`src/rtl/alu_issue_pkg.sv`:
```
// alu_issue_pkg: shared definitions for the ALU instruction issuer.
//   state_t         issuer FSM states
//   field positions bit layout of the 16-bit instruction word
//                   [15] imm_s, [14:10] opcode, [9:6] rdest, [5:2] rsrc, [1:0] reserved
//   RST_OPCODE_DEF  default opcode that pulses the ALU reset instead of an operation
//   decode_instr    splits the instruction header (bits [15:2]) into its fields
package alu_issue_pkg;

  localparam int unsigned INSTR_W   = 16;
  localparam int unsigned IMM_S_BIT = 15;
  localparam int unsigned OPC_MSB   = 14;
  localparam int unsigned OPC_LSB   = 10;
  localparam int unsigned RDEST_MSB = 9;
  localparam int unsigned RDEST_LSB = 6;
  localparam int unsigned RSRC_MSB  = 5;
  localparam int unsigned RSRC_LSB  = 2;

  localparam logic [4:0] RST_OPCODE_DEF = 5'h1F;

  typedef enum logic [1:0] {
    IDLE,
    FETCH_IMM,
    ISSUE,
    RESULT
  } state_t;

  typedef struct packed {
    logic       imm_s;
    logic [4:0] opcode;
    logic [3:0] rdest;
    logic [3:0] rsrc;
  } instr_fields_t;

  // Takes only the header bits; the two reserved bits never reach decode.
  function automatic instr_fields_t decode_instr(input logic [INSTR_W-1:RSRC_LSB] hdr);
    instr_fields_t f;
    f.imm_s  = hdr[IMM_S_BIT];
    f.opcode = hdr[OPC_MSB:OPC_LSB];
    f.rdest  = hdr[RDEST_MSB:RDEST_LSB];
    f.rsrc   = hdr[RSRC_MSB:RSRC_LSB];
    return f;
  endfunction

endpackage

```
`src/rtl/alu_instr_issuer_if.sv`:
```
// alu_instr_issuer_if: host-facing handshake bundle of the ALU instruction issuer.
//   instr_data/instr_valid/instr_ready       instruction word channel (host -> issuer)
//   result_data/result_flags/result_valid/
//   result_ready                             result channel (issuer -> host)
//   modport master : host / sequencer side
//   modport slave  : issuer side
interface alu_instr_issuer_if;
  import alu_issue_pkg::*;

  logic [INSTR_W-1:0] instr_data;
  logic               instr_valid;
  logic               instr_ready;

  logic [INSTR_W-1:0] result_data;
  logic [4:0]         result_flags;
  logic               result_valid;
  logic               result_ready;

  modport master (
    output instr_data, instr_valid, result_ready,
    input  instr_ready, result_data, result_flags, result_valid
  );

  modport slave (
    input  instr_data, instr_valid, result_ready,
    output instr_ready, result_data, result_flags, result_valid
  );

endinterface

```
`src/rtl/sync_fifo.sv`:
```
// sync_fifo: single-clock FIFO with count-based full/empty and a registered head word.
//   clk       in  clock, posedge
//   rst       in  synchronous active-high reset (empties the FIFO)
//   i_push    in  write request (ignored while full)
//   i_wr_data in  WIDTH write data
//   i_pop     in  read request (ignored while empty)
//   o_rd_data out WIDTH head-of-FIFO word, valid whenever !o_empty
//   o_full    out count == DEPTH
//   o_empty   out count == 0
module sync_fifo #(
  parameter int unsigned WIDTH = 16,
  parameter int unsigned DEPTH = 4
) (
  input  logic             clk,
  input  logic             rst,
  input  logic             i_push,
  input  logic [WIDTH-1:0] i_wr_data,
  input  logic             i_pop,
  output logic [WIDTH-1:0] o_rd_data,
  output logic             o_full,
  output logic             o_empty
);

  localparam int unsigned AW = $clog2(DEPTH);
  localparam logic [AW:0] FULL_CNT = DEPTH[AW:0];

  logic [WIDTH-1:0] r_mem [DEPTH];
  logic [AW-1:0]    r_wr_ptr;
  logic [AW-1:0]    r_rd_ptr;
  logic [AW:0]      r_count;
  logic [WIDTH-1:0] r_rd_data;

  logic             w_push;
  logic             w_pop;
  logic [AW-1:0]    w_rd_ptr_nxt;

  assign o_full  = (r_count == FULL_CNT);
  assign o_empty = (r_count == '0);
  assign w_push  = i_push && !o_full;
  assign w_pop   = i_pop && !o_empty;

  assign w_rd_ptr_nxt = w_pop ? r_rd_ptr + 1'b1 : r_rd_ptr;
  assign o_rd_data    = r_rd_data;

  always_ff @(posedge clk) begin
    if (w_push) begin
      r_mem[r_wr_ptr] <= i_wr_data;
    end
  end

  always_ff @(posedge clk) begin
    if (rst) begin
      r_wr_ptr  <= '0;
      r_rd_ptr  <= '0;
      r_count   <= '0;
      r_rd_data <= '0;
    end else begin
      if (w_push) begin
        r_wr_ptr <= r_wr_ptr + 1'b1;
      end
      r_rd_ptr <= w_rd_ptr_nxt;
      case ({w_push, w_pop})
        2'b10:   r_count <= r_count + 1'b1;
        2'b01:   r_count <= r_count - 1'b1;
        default: r_count <= r_count;
      endcase
      // The head register tracks mem[next read pointer]; when that slot is
      // being written this same edge, bypass the incoming word so the head
      // is valid the cycle after a push into an empty (or draining) FIFO.
      if (w_push && (r_wr_ptr == w_rd_ptr_nxt)) begin
        r_rd_data <= i_wr_data;
      end else begin
        r_rd_data <= r_mem[w_rd_ptr_nxt];
      end
    end
  end

endmodule

```
`src/rtl/alu_instr_issuer.sv`:
```
// alu_instr_issuer: instruction-driven front end for RegFile_Alu.
// Buffers 16-bit instruction words in a FIFO, decodes each into RegFile_Alu
// control fields, pulses alu_en (or alu_rst for RST_OPCODE) for one clock and
// returns the captured ALU output/flags over a valid/ready result channel.
//   clk          in   clock, posedge
//   Rst          in   synchronous active-high reset
//   bus          slave instruction channel (instr_*) and result channel (result_*)
//   alu_rdest    out  4  RdestRegLoc
//   alu_rsrc     out  4  RsrcRegLoc
//   alu_opcode   out  5  OpCode
//   alu_imm      out  16 Imm (held across non-immediate operations)
//   alu_imm_s    out  1  Imm_s
//   alu_en       out  1  one-cycle pulse per operation
//   alu_rst      out  1  one-cycle pulse for RST_OPCODE
//   alu_result   in   16 AluOutput
//   alu_flags    in   5  Flags
//   busy         out  1  FSM not idle or FIFO holds words
module alu_instr_issuer
  import alu_issue_pkg::*;
#(
  parameter int unsigned FIFO_DEPTH = 4,
  parameter logic [4:0]  RST_OPCODE = RST_OPCODE_DEF
) (
  input  logic               clk,
  input  logic               Rst,
  alu_instr_issuer_if.slave  bus,
  output logic [3:0]         alu_rdest,
  output logic [3:0]         alu_rsrc,
  output logic [4:0]         alu_opcode,
  output logic [INSTR_W-1:0] alu_imm,
  output logic               alu_imm_s,
  output logic               alu_en,
  output logic               alu_rst,
  input  logic [INSTR_W-1:0] alu_result,
  input  logic [4:0]         alu_flags,
  output logic               busy
);

  state_t              r_state;
  state_t              w_state_nxt;

  logic [3:0]          r_rdest;
  logic [3:0]          r_rsrc;
  logic [4:0]          r_opcode;
  logic [INSTR_W-1:0]  r_imm;
  logic                r_imm_s;
  logic [INSTR_W-1:0]  r_result_data;
  logic [4:0]          r_result_flags;
  logic                r_result_valid;

  logic [INSTR_W-1:0]  w_fifo_data;
  logic                w_fifo_full;
  logic                w_fifo_empty;
  logic                w_pop;
  instr_fields_t       w_dec;

  logic                w_latch_instr;
  logic                w_latch_imm;
  logic                w_capture;
  logic                w_clear_result;
  logic                w_alu_en;
  logic                w_alu_rst;

  sync_fifo #(
    .WIDTH (INSTR_W),
    .DEPTH (FIFO_DEPTH)
  ) u_fifo (
    .clk       (clk),
    .rst       (Rst),
    .i_push    (bus.instr_valid),
    .i_wr_data (bus.instr_data),
    .i_pop     (w_pop),
    .o_rd_data (w_fifo_data),
    .o_full    (w_fifo_full),
    .o_empty   (w_fifo_empty)
  );

  assign w_dec = decode_instr(w_fifo_data[INSTR_W-1:RSRC_LSB]);

  always_ff @(posedge clk) begin
    if (Rst) begin
      r_state <= IDLE;
    end else begin
      r_state <= w_state_nxt;
    end
  end

  always_comb begin
    w_state_nxt    = r_state;
    w_pop          = 1'b0;
    w_latch_instr  = 1'b0;
    w_latch_imm    = 1'b0;
    w_capture      = 1'b0;
    w_clear_result = 1'b0;
    w_alu_en       = 1'b0;
    w_alu_rst      = 1'b0;
    case (r_state)
      IDLE: begin
        if (!w_fifo_empty) begin
          w_pop         = 1'b1;
          w_latch_instr = 1'b1;
          w_state_nxt   = w_dec.imm_s ? FETCH_IMM : ISSUE;
        end
      end
      FETCH_IMM: begin
        if (!w_fifo_empty) begin
          w_pop       = 1'b1;
          w_latch_imm = 1'b1;
          w_state_nxt = ISSUE;
        end
      end
      ISSUE: begin
        if (r_opcode == RST_OPCODE) begin
          w_alu_rst   = 1'b1;
          w_state_nxt = IDLE;
        end else begin
          w_alu_en    = 1'b1;
          w_capture   = 1'b1;
          w_state_nxt = RESULT;
        end
      end
      RESULT: begin
        if (bus.result_ready) begin
          w_clear_result = 1'b1;
          w_state_nxt    = IDLE;
        end
      end
      default: w_state_nxt = IDLE;
    endcase
  end

  always_ff @(posedge clk) begin
    if (Rst) begin
      r_rdest        <= '0;
      r_rsrc         <= '0;
      r_opcode       <= '0;
      r_imm          <= '0;
      r_imm_s        <= 1'b0;
      r_result_data  <= '0;
      r_result_flags <= '0;
      r_result_valid <= 1'b0;
    end else begin
      if (w_latch_instr) begin
        r_rdest  <= w_dec.rdest;
        r_rsrc   <= w_dec.rsrc;
        r_opcode <= w_dec.opcode;
        r_imm_s  <= w_dec.imm_s;
      end
      if (w_latch_imm) begin
        r_imm <= w_fifo_data;
      end
      if (w_capture) begin
        r_result_data  <= alu_result;
        r_result_flags <= alu_flags;
        r_result_valid <= 1'b1;
      end else if (w_clear_result) begin
        r_result_valid <= 1'b0;
      end
    end
  end

  assign bus.instr_ready  = !w_fifo_full;
  assign bus.result_data  = r_result_data;
  assign bus.result_flags = r_result_flags;
  assign bus.result_valid = r_result_valid;

  assign alu_rdest  = r_rdest;
  assign alu_rsrc   = r_rsrc;
  assign alu_opcode = r_opcode;
  assign alu_imm    = r_imm;
  assign alu_imm_s  = r_imm_s;
  assign alu_en     = w_alu_en;
  assign alu_rst    = w_alu_rst;
  assign busy       = (r_state != IDLE) || !w_fifo_empty;

endmodule

```
`src/flat_wrapper.sv`:
```
// flat-port wrapper written by rule: the top's interface ports become plain ports
module alu_instr_issuer_flat import alu_issue_pkg::*;
#(
  parameter int unsigned FIFO_DEPTH = 4,
  parameter logic [4:0]  RST_OPCODE = RST_OPCODE_DEF
)
  (clk, Rst, alu_rdest, alu_rsrc, alu_opcode, alu_imm, alu_imm_s, alu_en, alu_rst, alu_result, alu_flags, busy, bus_instr_data, bus_instr_valid, bus_result_ready, bus_instr_ready, bus_result_data, bus_result_flags, bus_result_valid);
  alu_instr_issuer_if bus_i ();
  input  logic clk;
  input  logic Rst;
  output logic [3:0] alu_rdest;
  output logic [3:0] alu_rsrc;
  output logic [4:0] alu_opcode;
  output logic [INSTR_W-1:0] alu_imm;
  output logic alu_imm_s;
  output logic alu_en;
  output logic alu_rst;
  input  logic [INSTR_W-1:0] alu_result;
  input  logic [4:0] alu_flags;
  output logic busy;
  input wire logic [$bits(bus_i.instr_data)-1:0] bus_instr_data;
  input wire logic [$bits(bus_i.instr_valid)-1:0] bus_instr_valid;
  input wire logic [$bits(bus_i.result_ready)-1:0] bus_result_ready;
  output wire logic [$bits(bus_i.instr_ready)-1:0] bus_instr_ready;
  output wire logic [$bits(bus_i.result_data)-1:0] bus_result_data;
  output wire logic [$bits(bus_i.result_flags)-1:0] bus_result_flags;
  output wire logic [$bits(bus_i.result_valid)-1:0] bus_result_valid;
  assign bus_i.instr_data = bus_instr_data;
  assign bus_i.instr_valid = bus_instr_valid;
  assign bus_i.result_ready = bus_result_ready;
  assign bus_instr_ready = bus_i.instr_ready;
  assign bus_result_data = bus_i.result_data;
  assign bus_result_flags = bus_i.result_flags;
  assign bus_result_valid = bus_i.result_valid;
  alu_instr_issuer #(.FIFO_DEPTH(FIFO_DEPTH), .RST_OPCODE(RST_OPCODE)) u_core (.clk(clk), .Rst(Rst), .bus(bus_i), .alu_rdest(alu_rdest), .alu_rsrc(alu_rsrc), .alu_opcode(alu_opcode), .alu_imm(alu_imm), .alu_imm_s(alu_imm_s), .alu_en(alu_en), .alu_rst(alu_rst), .alu_result(alu_result), .alu_flags(alu_flags), .busy(busy));
endmodule
```
`config.mk`:
```
export PLATFORM = sky130hd
export DESIGN_NAME = alu_instr_issuer_flat
export DESIGN_NICKNAME = d
export VERILOG_FILES = /design/src/rtl/alu_issue_pkg.sv /design/src/rtl/alu_instr_issuer_if.sv /design/src/rtl/sync_fifo.sv /design/src/rtl/alu_instr_issuer.sv /design/src/flat_wrapper.sv
export SDC_FILE = /design/constraint.sdc
export NUM_CORES = 1
export LEC_CHECK = 0
export CAP_MARGIN = 15
export CORE_ASPECT_RATIO = 1.5
export CORE_MARGIN = 2
export CORE_UTILIZATION = 45
export DETAILED_ROUTE_END_ITERATION = 7
export PLACE_DENSITY = 0.68
export REMOVE_ABC_BUFFERS = 1
export SKIP_LAST_GASP = 1
export SYNTH_ARGS = -nofsm -noshare
export SYNTH_HDL_FRONTEND = slang
export SYNTH_SLANG_ARGS = --single-unit
```
`constraint.sdc`:
```
create_clock -name clk -period 7.6 [get_ports clk]
set_input_delay 1.52 -clock clk [delete_from_list [all_inputs] [get_ports clk]]
set_output_delay 1.52 -clock clk [all_outputs]
set_load 0.05 [all_outputs]
```
* Yosys cells after proc, flatten, opt, wreduce, memory -nomap -nowiden
Memories as Yosys holds them, arrays and structs flattened. A register that Yosys moved wholly into a read port is not among the register bits.
Index checks and enable logic that the tools add are counted.
** Storage, ports and cells
- Memories kept :: 1
- Output and inout bits :: 56
- Memory bits (writable) :: 64
- Logic and storage cells :: 61
- Bits of input ports :: 41
- Register bits :: 61
** Cells by class
- $add $sub $neg :: 4
- Multiplexer cells :: 22
- Reductions and logical operators :: 12
- Eq/ne operators :: 10
** Memory list
- u_core.u_fifo.r_mem :: words 4, bits a word 16, rd ports 1, clocked after Yosys merged registers in 1, write ports 1, line sync_fifo.sv:27 : logic [WIDTH-1:0] r_mem [DEPTH];
** Operator list (number)
- $mux W1 :: 14
- $mux W2 :: 6
- $pmux W2 S4 :: 1
- $eq A2 B2 Y1 const B :: 3
- $ne A2 B2 Y1 const B :: 3
- $pmux W3 S2 :: 1
- $reduce_bool A2 Y1 :: 3
- $eq A5 B5 Y1 const B :: 1
- $add A2 B1 Y2 const B :: 2
- $eq A2 B1 Y1 const B :: 2
- $add A3 B1 Y3 const B :: 1
- $eq A3 B3 Y1 const B :: 1
- $logic_not A3 Y1 :: 1
- $reduce_and A3 Y1 :: 1
- $sub A3 B1 Y3 const B :: 1
- $logic_and A1 B1 Y1 :: 2
- $logic_not A1 Y1 :: 2
- $logic_not A2 Y1 :: 1
- $reduce_or A2 Y1 :: 1
- $logic_or A1 B1 Y1 :: 1

* Depth between registers and ports, before layout
- Depth in word-level cells :: 6
- Depth in mapped cells :: 12

* By module
Synthesis repeated with hierarchy kept, for this count alone.
** Second synthesis, totals
- Cells, all modules :: 642
- Area total of the unflattened synthesis :: 6845.3 um^2
** Modules (own cells, without submodules)
- sync_fifo :: area an instance 4379.2 um^2, times used 1, sequential area each 2382.3 um^2, cells an instance 357
- alu_instr_issuer :: area an instance 2466.1 um^2, times used 1, sequential area each 1081.0 um^2, cells an instance 285

* Worst setup path before layout
No wires, ideal clock.
- Kind :: reg2out
- Start point :: register u_core.r_opcode[4] (netlist: u_core.alu_opcode[4])
- End point :: output alu_rst
- Setup slack :: 3.904 ns
- Required time :: 6.080 ns
- Cell stages (with the launch flop) :: 4
- Arrival :: 2.176 ns
- Cells stage by stage :: dfxtp_1 > and3_1 > nand3_1 > nor3b_1
** On the way
- Cells in the longest elaborated chain, start to end :: 3
** RTL lines
- start: declaration :: line alu_instr_issuer.sv:44 : logic [4:0] r_opcode;
- start signal: assignment :: line alu_instr_issuer.sv:146 : r_opcode <= w_dec.opcode;
- $eq A5 B5 Y1 :: line alu_instr_issuer.sv:113 : if (r_opcode == RST_OPCODE) begin
- $mux W1 :: line alu_instr_issuer.sv:113
- $mux W1 :: line alu_instr_issuer.sv:97 : case (r_state)
- end: declaration :: line flat_wrapper.sv:17 : output logic alu_rst;
No other way between the ends.

* Worst setup path in the final report
- Start point :: register u_core.r_opcode[1] (netlist: u_core.alu_opcode[1])
- End point :: output alu_en
** On the way
- Cells in the longest elaborated chain, start to end :: 3
** RTL lines
- $eq A5 B5 Y1 :: line alu_instr_issuer.sv:113
- $mux W1 :: line alu_instr_issuer.sv:113
- $mux W1 :: line alu_instr_issuer.sv:97
- end: declaration :: line flat_wrapper.sv:16 : output logic alu_en;
No other way between the ends.

==> impl_metrics.toml <==
[run_status]
status = "completed"

[drt]
routed-via-count = 4820
routedWlPerCell_um = 17.5
ant_nets = 0
drc = 0
routed_wl_um = 15000
viasPerCell = 5.64
firstDrtPassIters = 5
drt_iter0_drc = 331

[setup_path]
r2r_start = "u_core.u_fifo.r_count[2]$_SDFFE_PP0P_"
cp_slowest_stage_delay_ns = 0.93
worstPathMaxFanout = 22
cp.required_ns = 6.08
critPathTopFamily = "buffers and inverters"
worstSetupStartpointType = "register"
path_buf_inv = 2
cp-end-kind = "output pin"
crit_path_start = "u_core.alu_opcode[1]$_SDFFE_PP0P_"
path_cells = "and3_1, nand3_1, nand3b_1, inv_1, clkdlybuf4s50_1"
path_class = "register to output pin"
cp_slowest_cell = "clkdlybuf4s50_1"
cp_data_arrival_time_ns = 3.40

[sta]
fmax_mhz = 203
finalCritPeriodShare = 0.647
min_period_ns = 4.92
fin_skew_ns = 0.0120
rsz0062_at_grt = "false"
drv_slew = 0
tightest_slew_ns = 1.01
finalSetupViolCount = 0
hold_violations = 0
relSlewSlack = 0.328
tns_ns = 0

[floorplanning]
die_area_sq_um = 14900
die_y_um = 148
initial_utilization = 0.462
row_count = 52
core-area_sq_um = 13500
pin_count = 97
dieWidth_um = 100

[clock_network]
cts.sinks = 141
cts_root_buffer = "clkbuf_16"
path_clk_slew_ns = 0.06
cts_setup_buffers = 0
clock_latency_ns = 0.41
cts_made_buffers = 17
cts_tree = "built"
postCtsResizedCells = 0
cts_max_level = 4
holdBufCountCts = 0
cts_max_path_buffers = 2

[yosys]
synth_top_area_frac = 0.308
yosysSeqAreaShare = 0.554
netlist_instances = 611
ys_ff_latch = 141
synth.largest_area_cell = "edfxtp_1"
synth_area_sq_um = 6250
syn_area_per_cell_sq_um = 10.2
ys.warnings.count = 0
synth_area_leaders = "edfxtp_1 31%, dfxtp_1 25%, nand2_1 6.5%"
synth.distinct_cells = 41

[cells_and_area]
fill_cells = 1182
finalCoreUtilization = 0.581
diodes = 0
regArea_sq_um = 3460
synthToLayoutAreaGrowth_pct = 25.9
drive_gt1_frac = 0.0707
nets = 727
multi_input_area_sq_um = 2530

[global_route]
grt_pass1_wl_um = 23900
grt_pass1_vias = 4881
antenna_found_initial = 0
track_usage = 0.205
gr-total-overflow = 0
grt_max_degree = 94

[min_path]
min_path_type = "register to register"
worstHoldStart = "u_core.u_fifo.o_rd_data[7]$_SDFF_PP0_"

[power_and_ir_drop]
irDropWorstVdd_mv = 0.173
power.density_nw_per_um2 = 384
finalPower_mw = 3.02
leakage_nw = 2.67

[placed_design]
hpwl_um = 9340
finalWeightedCongestion = 0.749
port_buffers = 96

[job]
drv_cap = 0
## cells in the final DEF (no fill, tap or decap), types with 4 or more instances in the layout
cell | netlist | final
nor2_1 | 26 | 26
clkdlybuf4s50_1 | 0 | 95
nor4b_1 | 16 | 16
and3b_1 | 16 | 16
edfxtp_1 | 64 | 64
and3_1 | 5 | 5
nor2b_1 | 16 | 16
clkbuf_16 | 0 | 19
mux2i_1 | 33 | 33
inv_1 | 9 | 9
ha_1 | 5 | 5
mux2_2 | 6 | 6
a2111oi_0 | 32 | 32
xor2_1 | 4 | 4
a21oi_1 | 73 | 73
nand2_1 | 109 | 109
buf_4 | 2 | 6
mux2_1 | 10 | 10
dfxtp_1 | 77 | 76
o21ai_0 | 34 | 34
## cells in the mapped netlist
library cell	n
a21oi_1	73
mux2_1	10
o211ai_1	1
inv_1	9
or3_1	2
nand4_1	1
buf_6	1
nor3_1	3
nand3b_1	1
nor2b_1	16
nor2_1	26
and2_1	1
mux2i_1	33
mux2_2	6
ha_1	5
buf_4	2
fa_1	1
dfxtp_1	77
and3_1	5
or4_4	1
xnor2_1	2
o21ai_0	34
a2bb2oi_1	1
o21a_1	1
nand3_1	2
a31oi_4	1
xor2_1	4
nor3_2	1
and2_0	1
nor4b_1	16
and3b_1	16
clkbuf_1	37
nand2b_1	1
a2111oi_0	32
edfxtp_1	64
nand2_1	109
inv_2	1
or2_1	1
nor3b_1	1
buf_2	6
buf_1	6
## sequential cells by signal (all words and copies together) (netlist names)
register and flops:
u_core.u_fifo.r_count 3, u_core.alu_rsrc 4, u_core.alu_opcode 5, u_core.alu_rdest 4, u_core.alu_imm 16, u_core.alu_imm_s 1
u_core.u_fifo.r_rd_ptr 2, u_core.u_fifo.o_rd_data 16, u_core.bus.result_data 16, u_core.bus.result_valid 1, u_core.u_fifo.r_mem 64, u_core.bus.result_flags 5
u_core.r_state 2, u_core.u_fifo.r_wr_ptr 2
## worst reg2reg max path, cell delays in order (launching register included)
cell	delay (ns)
dfxtp_1	0.34
nor3_2	0.19
buf_4	0.29
or2_1	0.65
inv_2	0.52
or4_4	0.65
a31oi_4	0.59
mux2_2	0.42
## cell type report
type                       count  area share
clock buffer                  20      0.0609
clock inverter                12      0.0196
inverter                      10     0.00477
multi-input combinational    408       0.322
sequential                   141       0.440
tap                          162      0.0258
timing repair buffer         102       0.127
## metrics by stage
stage          setup slack [ns]  hold WS, ns  area [sq um]  std cells
6_report                   2.68        0.447          7870        855
5_1_grt                    2.38        0.471          7870        855
4_1_cts                    2.63        0.448          7870        855
3_5_place_dp               3.09        0.440          7240        823
3_3_place_gp               3.11        0.432          7240        823
2_1_floorplan              3.90        0.411          6030        559
## power breakdown
group          internal (mW)  switching, mW  leakage (nW)
clock                  0.558          0.320         0.316
combinational          0.376          0.745          1.14
sequential             0.939         0.0818          1.22
total                   1.87           1.15          2.67
## cell families after synthesis
group           synth area share
fa+ha+maj                 0.0132
xor+xnor                 0.00841
buf+inv                   0.0408
mux                       0.0817
simple gates               0.164
compound gates             0.138
flops                      0.554
## worst paths after layout
| path | slack (ns) | end | cells after the start |
|---|---|---|---|
| worst max register to register | 3.83 | u_core.u_fifo.o_rd_data[4]$_SDFF_PP0_ | 7 |
| worst max-delay path | 2.68 | alu_en | 5 |
| worst min-delay path | 0.45 | u_core.alu_imm[7]$_SDFFE_PP0P_ | 2 |
| worst min register to register | 0.45 | u_core.alu_imm[7]$_SDFFE_PP0P_ | 2 |
## layer usage
layer,track usage,vias to the layer above,share of wire
met1,0.233,2297,0.41
met3,0.0465,29,0.047
li1,-,2337,-
met4,0.101,0,0.022
met5,0,-,0
met2,0.357,157,0.52
(Power assumes the default switching activity.)
==> variant 1, RTL diff (same flow settings) <==
`FIFO_DEPTH` is set to 4 in 2 places; all go to 2.
--- a/src/rtl/alu_instr_issuer.sv
+++ b/src/rtl/alu_instr_issuer.sv
@@ -18,7 +18,7 @@
 module alu_instr_issuer
   import alu_issue_pkg::*;
 #(
-  parameter int unsigned FIFO_DEPTH = 4,
+  parameter int unsigned FIFO_DEPTH = 2,
   parameter logic [4:0]  RST_OPCODE = RST_OPCODE_DEF
 ) (
   input  logic               clk,
--- a/src/flat_wrapper.sv
+++ b/src/flat_wrapper.sv
@@ -1,7 +1,7 @@
 // flat-port wrapper written by rule: the top's interface ports become plain ports
 module alu_instr_issuer_flat import alu_issue_pkg::*;
 #(
-  parameter int unsigned FIFO_DEPTH = 4,
+  parameter int unsigned FIFO_DEPTH = 2,
   parameter logic [4:0]  RST_OPCODE = RST_OPCODE_DEF
 )
   (clk, Rst, alu_rdest, alu_rsrc, alu_opcode, alu_imm, alu_imm_s, alu_en, alu_rst, alu_result, alu_flags, busy, bus_instr_data, bus_instr_valid, bus_result_ready, bus_instr_ready, bus_result_data, bus_result_flags, bus_result_valid);
Check against the original RTL: not equivalent (Yosys sat finds a counterexample within 4 cycles, from zero or initial values and one cycle with Rst high).
==> variant 1 against the unedited design <==
  * Worst hold slack got worse by 0.0089 ns
  * Cell area fell by 31%
  * Critical path type unchanged
  * Total power fell by 29%
  * Wire length fell by 44%
  * Sequential cell count fell by 35
  * Setup slack improved by 0.99 ns
  * Fmax rose by 25%
  * Die area fell by 34%
  * Synthesized area fell by 35%
==> variant 1: results (changes against the unedited design) <==
Status
  – Outcome: complete, no violations

Critical path
  – CP Max Fanout: 23 (+4.5%)
  – CP arrival: 2.40 ns (-1.00 ns)

Global route
  – Pin count of the biggest net entering global routing: 75 (-20%)
  – Vias in the first global route: 2823 (-42%)
  – Total track usage: 17.9% (-2.6 points)
  – First-pass GRT wire length: 13.3 mm (-44%)

Cells and area
  – Nets: 506 (-30%)
  – Max FFs per register: 32 (-50%)
  – Antenna cells: 0 (unchanged)
  – Layout cells sized above 1: 7.25% (+0.18 points)
  – Top reg by flops: u_core.u_fifo.r_mem

Power and ir drop
  – Clk power: 468 µW (-47%)
  – Lkg Pwr: 1.93 nW (-28%)
  – Sw Share: 37.8% (-0.18 points)
  – Clock group share of total power: 22.0% (-7.1 points)
  – Combinational power: 871 µW (-22%)
  – Max VDD drop: 0.229 mV (+33%)

Placed design
  – GP Congestion: 0.744 (-0.65%)
  – I/O Buffers: 96 (unchanged)
  – Number of instances in the placed design: 563 (-32%)
  – Area after DPL: 5090 µm² (-30%)
  – Dpl hpwl: 5.67 mm (-39%)
  – Place WS: 3.92 ns (+0.825 ns)

Hold path
  – Hold Path Class: flop to flop

Yosys
  – Number of synthesized flops with an enable pin: 32 (-50%)
  – Commonest cells post-synth: 74 x dfxtp_1, 65 x nand2_1, 49 x a21oi_1, 38 x mux2i_1, 32 x edfxtp_1
  – Cell variety after synth: 36 (-12%)
  – Top cells by area, synth: dfxtp_1 36%, edfxtp_1 24%, mux2i_1 9.4%
  – Async S/R FF share, synth: 0% (unchanged)
  – Top FF cell, synth: dfxtp_1
  – Register area share after synthesis: 60.1% (+4.7 points)
  – Mapped Cells: 377 (-38%)

STA
  – Worst slew pin tran: 0.831 ns (-0.177 ns)
  – Skew final: 0.00632 ns (-0.00572 ns)
  – TNS Setup: 0 ns (unchanged)

Clock tree
  – H-tree levels: 3 (-1)
  – Clock latency on the worst-skew pair: 0.34 ns (-0.07 ns)
  – CTS Buf Count: 9 (-8)

Detailed routing
  – 1st-pass router iterations: 4 (-1)
  – Detail Route met3 WL: 461 µm (-35%)
  – Initial DRC Count: 185 (-44%)
  – Via count: 2873 (-40%)
  – M1 WL: 3.48 mm (-44%)
  – Final wirelength: 8.35 mm (-44%)
  – Per-cell routed wire length: 14.4 µm (-18%)
  – Met2 Wirelength: 4.22 mm (-45%)
[variant 1: cell count changes after synthesis, moves of 10 or more]
cell	unedited run	this run
mux2_1	10	0
a211oi_2	0	11
and3b_1	16	0
nor4b_1	16	0
o21ai_0	34	1
nand2_1	109	65
a21oi_1	73	49
edfxtp_1	64	32
nand2b_1	1	18
clkbuf_1	37	17
nor2b_1	16	1
a2111oi_0	32	0
[variant 1: kinds of logic (layout without fill, tap and decap cells)]
group	Yosys count	after routing	share of synthesized area [%]
flops	106	106	60.1
xor+xnor	5	5	1.54
mux	38	38	9.37
compound gates	73	73	12.0
fa+ha+maj	1	1	0.308
simple gates	126	126	13.6
buf+inv	28	120	3.02
[variant 1: worst max-delay path, cell delays in order (launching register included)]
cell	delay, ns
dfxtp_1	0.49
inv_1	0.15
a211oi_4	0.16
buf_4	0.37
clkdlybuf4s50_1	0.87
[variant 1: final timing paths]
| path | start | to | slack, ns | depth (start not counted) |
|---|---|---|---|---|
| max | u_core.r_state[1] | alu_en | 3.68 | 4 |
| min | u_core.u_fifo.o_rd_data[1] | u_core.alu_imm[1] | 0.44 | 2 |
| max reg2reg | u_core.r_state[1] | u_core.u_fifo.o_rd_data[13] | 5.59 | 4 |
| min reg2reg | u_core.u_fifo.o_rd_data[1] | u_core.alu_imm[1] | 0.44 | 2 |
[variant 1: final cells by class]
type / instances / area [µm²]
sequential: 106 / 2440
tap: 110 / 138
inverter: 3 / 11.3
fill: 735 / 3380
multi-input combinational: 243 / 1500
clock buffer: 14 / 274
timing repair buffer: 101 / 993
clock inverter: 2 / 35.0
[variant 1: layer usage]
metal / GRT usage, % / vias to the layer above
met2: 30.8 / 70
met5: 0 / -
li1: - / 1473
met3: 4.10 / 16
met1: 20.9 / 1314
met4: 7.60 / 0
==> variant 2, RTL diff (config.mk and constraints unchanged) <==
Made on the original files. Reset style: asynchronous (`Rst` and `rst`), changed in 3 clocked blocks. Comments in the files are not updated.
--- a/src/rtl/sync_fifo.sv
+++ b/src/rtl/sync_fifo.sv
@@ -48,7 +48,7 @@
     end
   end
 
-  always_ff @(posedge clk) begin
+  always_ff @(posedge clk or posedge rst) begin
     if (rst) begin
       r_wr_ptr  <= '0;
       r_rd_ptr  <= '0;
--- a/src/rtl/alu_instr_issuer.sv
+++ b/src/rtl/alu_instr_issuer.sv
@@ -77,7 +77,7 @@
 
   assign w_dec = decode_instr(w_fifo_data[INSTR_W-1:RSRC_LSB]);
 
-  always_ff @(posedge clk) begin
+  always_ff @(posedge clk or posedge Rst) begin
     if (Rst) begin
       r_state <= IDLE;
     end else begin
@@ -129,7 +129,7 @@
     endcase
   end
 
-  always_ff @(posedge clk) begin
+  always_ff @(posedge clk or posedge Rst) begin
     if (Rst) begin
       r_rdest        <= '0;
       r_rsrc         <= '0;
Formal check against the unedited RTL: differs if Rst is asserted again (counterexample within 4 cycles, from zero or initial values and one cycle with Rst high); with Rst held inactive, the same outputs for 10 cycles.
==> variant 2 against the unedited design <==
  * Setup slack improved by 0.27 ns
  * First-iteration DRC count shrank 23%
  * Clock power rose by 2.3%
  * Sequential cell count unchanged
  * Combinational power grew 75%
  * Sequential power grew 24%
  * Critical path depth down 3
  * Total power grew 36%
  * Worst hold slack better by 0.035 ns
  * Wire length fell by 14%
  * Cell area fell by 1.6%
  * Fmax up 5.9%
  * Synthesized area decreased by 3.8%
  * Critical endpoint unchanged
  * Largest cell class unchanged
  * Largest power group unchanged
==> variant 2: results (changes against the unedited design) <==
Placed design
  – GP Congestion: 0.768 (+2.5%)
  – Dpl hpwl: 8.16 mm (-13%)
  – Number of instances in the placed design: 644 (-22%)

Yosys
  – Synth Area in Compound Gates: 11.0% (-2.8 points)
  – Mapped Cells: 413 (-32%)
  – Post-synthesis xor/xnor area fraction: 1.02% (+0.18 points)
  – Async S/R FF share, synth: 54.6% (+55 points)
  – Synth warn: 0 (unchanged)
  – Multiplexer share of the synthesized area: 16.1% (+7.9 points)
  – Number of synthesized flops with an enable pin: 64 (unchanged)
  – Cell variety after synth: 39 (-4.9%)
  – Fraction of the mapped netlist area in adder cells: 1.37% (+0.053 points)
  – Register area share after synthesis: 64.1% (+8.6 points)
  – Commonest cells post-synth: 77 x dfrtp_1, 73 x mux2_2, 64 x edfxtp_1, 32 x o221ai_1, 23 x clkbuf_1
  – Largest family of logic cells by synthesized area: multiplexers

Detailed routing
  – 1st-pass router iterations: 7 (+2)
  – Met2 Wirelength: 6.71 mm (-13%)
  – M1 WL: 5.36 mm (-14%)
  – Detail Route met3 WL: 646 µm (-8.4%)
  – Initial DRC Count: 255 (-23%)
  – Avg Vias per Cell: 5.74 (+1.8%)
  – Final wirelength: 12.9 mm (-14%)
  – Post-DRT Antenna Nets: 0 (unchanged)

Global route
  – Global Route met2 Usage: 31.6% (-4.0 points)
  – Met1 Use GR: 22.6% (-0.65 points)
  – Pin count of the biggest net entering global routing: 78 (-17%)
  – Met3 Usage GRT: 4.90% (+0.25 points)
  – Total track usage: 18.6% (-1.8 points)
  – Vias in the first global route: 4117 (-16%)
  – First-pass GRT wire length: 21.0 mm (-12%)

STA
  – Worst slew pin tran: 1.01 ns (+0.00460 ns)
  – Skew final: 0.00669 ns (-0.00536 ns)

Critical path
  – CP Max Fanout: 26 (+18%)
  – Crit path launch: u_core.r_state[1]
  – Max incr delay on CP: 0.95 ns (+0.02 ns)
  – FF-to-FF path depth: 6 (-1)
  – CP arrival: 3.12 ns (-0.28 ns)
  – Worst Setup EP: alu_en
  – Capturing point of the worst reg2reg path: u_core.u_fifo.o_rd_data[2]
  – Worst R2R Setup Slack: 4.18 ns (+0.35 ns)

Hold path
  – Min-Delay Path Depth: 1 (-1)
  – Hold_sp: u_core.u_fifo.o_rd_data[1]
  – Worst Hold End: u_core.alu_imm[1]

Power and ir drop
  – Cell Int Power: 2.46 mW (+31%)
  – Comb pwr share: 47.6% (+11 points)
  – Share of total power in sequential cells: 30.6% (-3.2 points)
  – Max VDD drop: 0.195 mV (+13%)
  – Lkg Pwr: 2.91 nW (+9.2%)

Clock tree
  – Clk slew on worst S/H paths: 0.06 ns (about the same)
  – CTS root buf: clkbuf_16
  – Post-CTS resize count: 0 (unchanged)

Cells and area
  – Layout cells sized above 1: 22.1% (+15 points)
  – Post-Layout Cell Count: 676 (-21%)
  – Nets: 551 (-24%)

Status
  – Outcome: complete, no violations
-- variant 2: metrics by stage --
step           utilization [%]  worst slack, ns  hold WS [ns]  total power [mW]  instance area (µm²)
6_report                  59.5             2.96         0.482              4.11                 7740
5_1_grt                   59.5             2.76         0.497              4.32                 7740
4_1_cts                   59.5             2.92         0.487              4.15                 7740
3_5_place_dp              54.5             3.39         0.474              3.24                 7090
3_3_place_gp              54.5             3.43         0.478              3.17                 7090
2_1_floorplan                -             3.93         0.454              2.60                 5870
-- variant 2: worst register-to-register path, cell delays in order (launching register included) --
cell,delay [ns]
dfrtp_1,0.88
or2_1,0.20
buf_4,0.36
inv_2,0.33
or4_4,0.58
a31oi_4,0.54
mux2_2,0.42
-- variant 2: final cells by class --
class / instances / area, µm²
Inverter: 9 / 35.0
Multi-Input combinational cell: 231 / 1990
Timing Repair Buffer: 104 / 1020
Clock inverter: 12 / 191
Fill cell: 1014 / 5280
Clock buffer: 20 / 457
Sequential cell: 141 / 3850
Tap cell: 159 / 199
